### src/rtl/clz_norm_pipe_if.sv
// rtl/clz_norm_pipe_if.sv - handshake bus for the pipelined count-leading-zeros / normalise unit
interface clz_norm_pipe_if #(
    parameter int DATA_W = 128
);
    localparam int CNT_W = $clog2(DATA_W) + 1;

    logic              i_valid;
    logic              o_ready;
    logic [DATA_W-1:0] i_word;
    logic              o_valid;
    logic              i_ready;
    logic [CNT_W-1:0]  o_result;
    logic [DATA_W-1:0] o_norm;
    logic              o_zero;

    // Upstream/downstream side (drives the word in, consumes the result)
    modport master (
        output i_valid, i_word, i_ready,
        input  o_ready, o_valid, o_result, o_norm, o_zero
    );

    // Pipe side
    modport slave (
        input  i_valid, i_word, i_ready,
        output o_ready, o_valid, o_result, o_norm, o_zero
    );
endinterface

### src/rtl/clz_norm_pipe.sv
// rtl/clz_norm_pipe.sv - pipelined count-leading-zeros and MSB-normalise unit with full-pipe stall
module clz_norm_pipe #(
    parameter int DATA_W    = 128,
    parameter int REG_EVERY = 1
) (
    input  logic          clk,
    input  logic          reset,
    clz_norm_pipe_if.slave bus
);
    localparam int S     = $clog2(DATA_W);
    localparam int CNT_W = S + 1;

    // Output bank; always present regardless of REG_EVERY
    logic              out_vld;
    logic [CNT_W-1:0]  out_res;
    logic [DATA_W-1:0] out_norm;
    logic              out_zero;

    // Whole pipe advances together; a stalled output freezes every bank
    logic adv;
    assign adv         = ~out_vld | bus.i_ready;
    assign bus.o_ready = adv | reset;

    genvar s;
    generate
        for (s = 0; s < S; s++) begin : g_stage
            // Stage s examines the top 2^K bits, K counting down from S-1
            localparam int K  = S - 1 - s;
            localparam int SH = 1 << K;
            // Last stage feeds the output bank directly, so it is never registered here
            localparam bit REG = (s != S - 1) && (((s + 1) % REG_EVERY) == 0);

            logic [DATA_W-1:0] in_word;
            logic [DATA_W-1:0] nxt_word;
            logic [DATA_W-1:0] out_word;
            logic [CNT_W-1:0]  in_cnt;
            logic [CNT_W-1:0]  nxt_cnt;
            logic [CNT_W-1:0]  out_cnt;
            logic              in_vld;
            logic              out_vld_s;

            if (s == 0) begin : g_src
                assign in_word = bus.i_word;
                assign in_cnt  = '0;
                assign in_vld  = bus.i_valid & adv;
            end else begin : g_src
                assign in_word = g_stage[s-1].out_word;
                assign in_cnt  = g_stage[s-1].out_cnt;
                assign in_vld  = g_stage[s-1].out_vld_s;
            end

            // Halving step: an all-zero upper slice sets count bit K and shifts it out
            always_comb begin
                nxt_word = in_word;
                nxt_cnt  = in_cnt;
                if (in_word[DATA_W-1 -: SH] == '0) begin
                    nxt_word = in_word << SH;
                    nxt_cnt  = in_cnt | CNT_W'(SH);
                end
            end

            if (REG) begin : g_reg
                // Intermediate bank: valid clears on reset, data loads only on advance
                always_ff @(posedge clk) begin
                    if (reset) begin
                        out_vld_s <= 1'b0;
                        out_word  <= '0;
                        out_cnt   <= '0;
                    end else if (adv) begin
                        out_vld_s <= in_vld;
                        out_word  <= nxt_word;
                        out_cnt   <= nxt_cnt;
                    end
                end
            end else begin : g_pass
                assign out_vld_s = in_vld;
                assign out_word  = nxt_word;
                assign out_cnt   = nxt_cnt;
            end
        end
    endgenerate

    // A word still zero after every stage has collected all ones in the count; override to DATA_W
    logic [DATA_W-1:0] fin_word;
    logic [CNT_W-1:0]  fin_cnt;
    logic              fin_vld;
    logic              fin_zero;
    assign fin_word = g_stage[S-1].out_word;
    assign fin_cnt  = g_stage[S-1].out_cnt;
    assign fin_vld  = g_stage[S-1].out_vld_s;
    assign fin_zero = (fin_word == '0);

    // Output bank: held stable while the consumer stalls
    always_ff @(posedge clk) begin
        if (reset) begin
            out_vld  <= 1'b0;
            out_res  <= '0;
            out_norm <= '0;
            out_zero <= 1'b0;
        end else if (adv) begin
            out_vld  <= fin_vld;
            out_res  <= fin_zero ? CNT_W'(DATA_W) : fin_cnt;
            out_norm <= fin_word;
            out_zero <= fin_zero;
        end
    end

    assign bus.o_valid  = out_vld;
    assign bus.o_result = out_res;
    assign bus.o_norm   = out_norm;
    assign bus.o_zero   = out_zero;
endmodule

### src/flat_wrapper.sv
// flat-port wrapper written by rule: the top's interface ports become plain ports
module clz_norm_pipe_flat 
#(
    parameter int DATA_W    = 128,
    parameter int REG_EVERY = 1
)
  (clk, reset, bus_i_valid, bus_i_word, bus_i_ready, bus_o_ready, bus_o_valid, bus_o_result, bus_o_norm, bus_o_zero);
  clz_norm_pipe_if #(.DATA_W(DATA_W)) bus_i ();
  input  logic clk;
  input  logic reset;
  input wire logic [$bits(bus_i.i_valid)-1:0] bus_i_valid;
  input wire logic [$bits(bus_i.i_word)-1:0] bus_i_word;
  input wire logic [$bits(bus_i.i_ready)-1:0] bus_i_ready;
  output wire logic [$bits(bus_i.o_ready)-1:0] bus_o_ready;
  output wire logic [$bits(bus_i.o_valid)-1:0] bus_o_valid;
  output wire logic [$bits(bus_i.o_result)-1:0] bus_o_result;
  output wire logic [$bits(bus_i.o_norm)-1:0] bus_o_norm;
  output wire logic [$bits(bus_i.o_zero)-1:0] bus_o_zero;
  assign bus_i.i_valid = bus_i_valid;
  assign bus_i.i_word = bus_i_word;
  assign bus_i.i_ready = bus_i_ready;
  assign bus_o_ready = bus_i.o_ready;
  assign bus_o_valid = bus_i.o_valid;
  assign bus_o_result = bus_i.o_result;
  assign bus_o_norm = bus_i.o_norm;
  assign bus_o_zero = bus_i.o_zero;
  clz_norm_pipe #(.DATA_W(DATA_W), .REG_EVERY(REG_EVERY)) u_core (.clk(clk), .reset(reset), .bus(bus_i));
endmodule
### config.mk
export PLATFORM = sky130hd
export DESIGN_NAME = clz_norm_pipe_flat
export DESIGN_NICKNAME = d
export VERILOG_FILES = /design/src/rtl/clz_norm_pipe_if.sv /design/src/rtl/clz_norm_pipe.sv /design/src/flat_wrapper.sv
export SDC_FILE = /design/constraint.sdc
export NUM_CORES = 2
export LEC_CHECK = 0
export ABC_AREA = 0
export BUFFER_PORTS_ARGS = -buffer_cell sky130_fd_sc_hd__buf_2
export CAP_MARGIN = 10
export CORE_MARGIN = 2
export CORE_UTILIZATION = 35
export DETAILED_ROUTE_END_ITERATION = 10
export GPL_ROUTABILITY_DRIVEN = 0
export GPL_TIMING_DRIVEN = 0
export SLEW_MARGIN = 0
export SYNTH_ARGS = -nofsm -noshare
export SYNTH_HDL_FRONTEND = slang
export SYNTH_SLANG_ARGS = --single-unit
### constraint.sdc
create_clock -name clk -period 2.5 [get_ports clk]
set_clock_uncertainty 0.15 [all_clocks]
set_input_delay 0.625 -clock clk [delete_from_list [all_inputs] [get_ports clk]]
set_output_delay 0.625 -clock clk [all_outputs]
set_load 0.02 [all_outputs]
==> metrics list <==
- Post-synthesis cell area: 38800 sq um
- The design draws 0.0339 W.
- Area delta synth->final: 18.7%
- Num ports: 271
- For the worst setup path, the data required time is 2.96 ns.
- Total DRC errors in the routed layout: 0
- First-pass detailed-route iteration total: 8
- The worst setup path is captured at a register.
* Total Routed Length: 149 mm
- CTS Buf Count: 100
* Post-synth top flop: dfxtp_1
- Violated checks: setup timing
* Setup repair after global routing missed its margin: false
* Count of buffers inserted at the top-level ports: 269
- TritonCTS clock tree: built
* Asr flop ratio synth: 0
* Per-cell routed wire length: 22.3 um
* Number of endpoints failing setup at the final stage: 26
- Number of vias in the routed layout: 37372
- Leading area contributor after synthesis: dfxtp_1
* Max-capacitance violation count: 0
- Clock Root Buffer: clkbuf_16
* Vias per cell: 5.60
- Maximum VDD drop: 0.494 mV
* Fin. Hold Viols: 0
* Transition time of the tightest slew-check pin: 0.881 ns
* Top cell type's share of synthesized area: 0.481
- Final core area utilization: 0.418
* Total congestion overflow: 0
- The initial antenna violation count is 2.
- For this design the static power due to leakage is 17.5 nW.
- In this run the tightest slew margin relative to its limit is 0.413.
- List of cells traversed by the critical path: buf_2 > nor4_1 > nand4_1 > nor4_2 > buf_4 > buf_6 > a211oi_1 > nor3_2
- Of the available clock period, the critical path in the final layout requires 1.03.
- The number of max-slew violations in the final report is 0.
* Areal power density over the cells: 737 nW/um^2
* Kind of cell adding the most delay to the critical path: simple AND/OR/NAND/NOR gates
- Slowest cell delay on critical path: 0.62 ns
- Arrival @ worst endpoint: 3.03 ns
- Yosys mapped a number of flops with a built-in enable equal to 0.
- Worst setup slack after placement: -1.51 ns
* Residual antenna-violating net count after detailed routing: 0
- Detailed placement finished with a half-perimeter wire length of 118 mm.
- For this configuration, the core starts out at a cell density of 0.352.
* Number of warnings issued by yosys: 0
- Die Span Y: 337 um
- The routed design could run at a clock period as short as 2.56 ns.
- For this design, the slowest cell found on the critical path is nor4_1.
* Total routing resource utilization after global routing: 0.254
* Number of buffers and inverters on the critical path: 3
- Final worst slack: -0.0627 ns
* Vias in the first global route: 35299
- Category of the worst setup path launch point: primary input
- Clock-pin slew reported for the worst setup and hold paths after clock tree synthesis: 0.06 ns
- The run finished, with violations left.
* Fraction of layout instances using a drive strength above 1: 0.134
- CTS H-tree lvls: 3
* Synth Net Count: 4845
- The clock passes through at most 3 buffers.
- Largest cells by area after synthesis: dfxtp_1, a311oi_1, nand2_1, nor2_1, a211oi_1
- For this run, the post-layout net count is 5240.
* Hold Crit Class: in -> reg
- Critical Path Fanout Max: 10
- The floorplan step defined a core boundary enclosing 110000 sq um.
* Timing-limited maximum frequency: 390 MHz
- Clock tree synthesis found a total of 932 sinks.
- After synthesis, the netlist uses 44 different library cells.
- First-pass GRT wire length: 218 mm
- Source-to-sink clock delay at the later pin of the worst-skew pair: 0.69 ns
* Row count: 122
- In the synthesized netlist, the number of instances is 4713.
- The detailed router finished its first iteration with 3436 violations.
- The floorplan step defined a die boundary enclosing 114000 sq um.
* Die W: 337 um
- Each instance of the synthesized netlist takes up on average 8.24 sq um.
- After synthesis the netlist holds a flip-flop and latch count of 932.
- Of the synthesized area, sequential elements account for 0.481.
- Largest net degree at the start of global routing: 15
- Critical path start-end classification: in -> reg
-- power breakdown --
part	internal (W)	switching, W
clock	0.00931	0.00628
sequential	0.0153	0.000619
combinational	0.000777	0.00164
total	0.0254	0.00853
-- cell usage after synthesis (all sizes together), types with 16 or more instances --
cell type     n
nor4         55
nor3        138
nand3        62
nand2      1024
a311oi      516
a22o         64
buf         102
nor2        785
a211oi      252
a21oi        89
mux2i       126
dfxtp       932
o21ai       131
nand4        16
clkbuf      366
-- cells by family (layout without fill, tap and decap cells) --
logic type	after synthesis	count (layout)	share of synthesized area
and+or+nand+nor	2107	2107	0.224
AOI/OAI and AO/OA	1075	1075	0.213
DFF	932	932	0.481
muxes	126	126	0.0325
other	0	2	0
buffers and inverters	473	948	0.0495
-- placed cells by master (no fill, tap or decap), types with 80 or more instances in the layout --
cell / count
nand2_1: 1024
dfxtp_1: 931
nor2_1: 781
a311oi_1: 516
buf_2: 336
clkbuf_1: 295
a211oi_1: 241
o21ai_0: 130
mux2i_1: 126
clkbuf_16: 103
a21oi_1: 89
nor3_1: 83
clkbuf_2: 80
-- registers in the layout, summed over array words and instances (netlist names) --
name,flops
u_core.g_stage.out_word,768
u_core.bus.o_norm,128
u_core.g_stage.out_cnt,21
u_core.bus.o_result,7
u_core.g_stage.out_vld_s,5
u_core.bus.o_valid,1
u_core.bus.o_zero,1
u_core.fin_vld,1
-- worst paths after layout --
check	start	to	slack, ns	depth (start not counted)
worst min-delay path	bus_i_word[50]	u_core.g_stage[0].out_word[50]$_SDFFE_PP0N_	0.03	2
worst min register to register	u_core.g_stage[4].out_cnt[2]$_SDFFE_PP0N_	u_core.g_stage[4].out_cnt[2]$_SDFFE_PP0N_	0.30	2
worst max register to register	u_core.bus.o_valid$_SDFFE_PP0N_	u_core.g_stage[2].out_word[114]$_SDFFE_PP0N_	0.03	8
worst max-delay path	bus_i_word[89]	u_core.g_stage[0].out_word[124]$_SDFFE_PP0N_	-0.06	8
-- what timing repair did --
item,CTS,global route
hold buffers,17,0
pin swaps,0,4
endpoints found under the hold margin,17,0
gates resized for setup,81,125
endpoints found under the setup margin,863,698
buffers inserted,0,9
-- cell type report --
class,instances,area (sq um)
tap,1488,1860
sequential,932,18700
antenna,2,5.00
clock buffer,142,2930
fill,11420,64300
timing repair buffer,295,1590
inverter,5,18.8
clock inverter,40,534
multi-input combinational,3308,18400
buffer,466,2050
-- per-layer routing --
| metal | global-route usage | vias to the layer above | wire length, um |
|---|---|---|---|
| met4 | 0.102 | 2 | 6000 |
| met1 | 0.353 | 17635 | 66200 |
| met2 | 0.391 | 1690 | 64000 |
| met3 | 0.0412 | 308 | 12500 |
| li1 | - | 17737 | - |
| met5 | 0 | - | 12 |
-- through the flow --
step | area [sq um] | std cells | hold slack (ns) | TNS [ns]
finish | 46100 | 6678 | 0.0340 | -0.688
global route | 46100 | 6676 | 0.0192 | 0
CTS | 45900 | 6669 | 0.00603 | -0.212
detailed placement | 42000 | 6470 | 0.293 | -834.58
global placement | 42000 | 6470 | 0.291 | -821.98
floorplan | 38800 | 4713 | 0.277 | 0
Note: power is estimated with default switching activity, not from simulation.
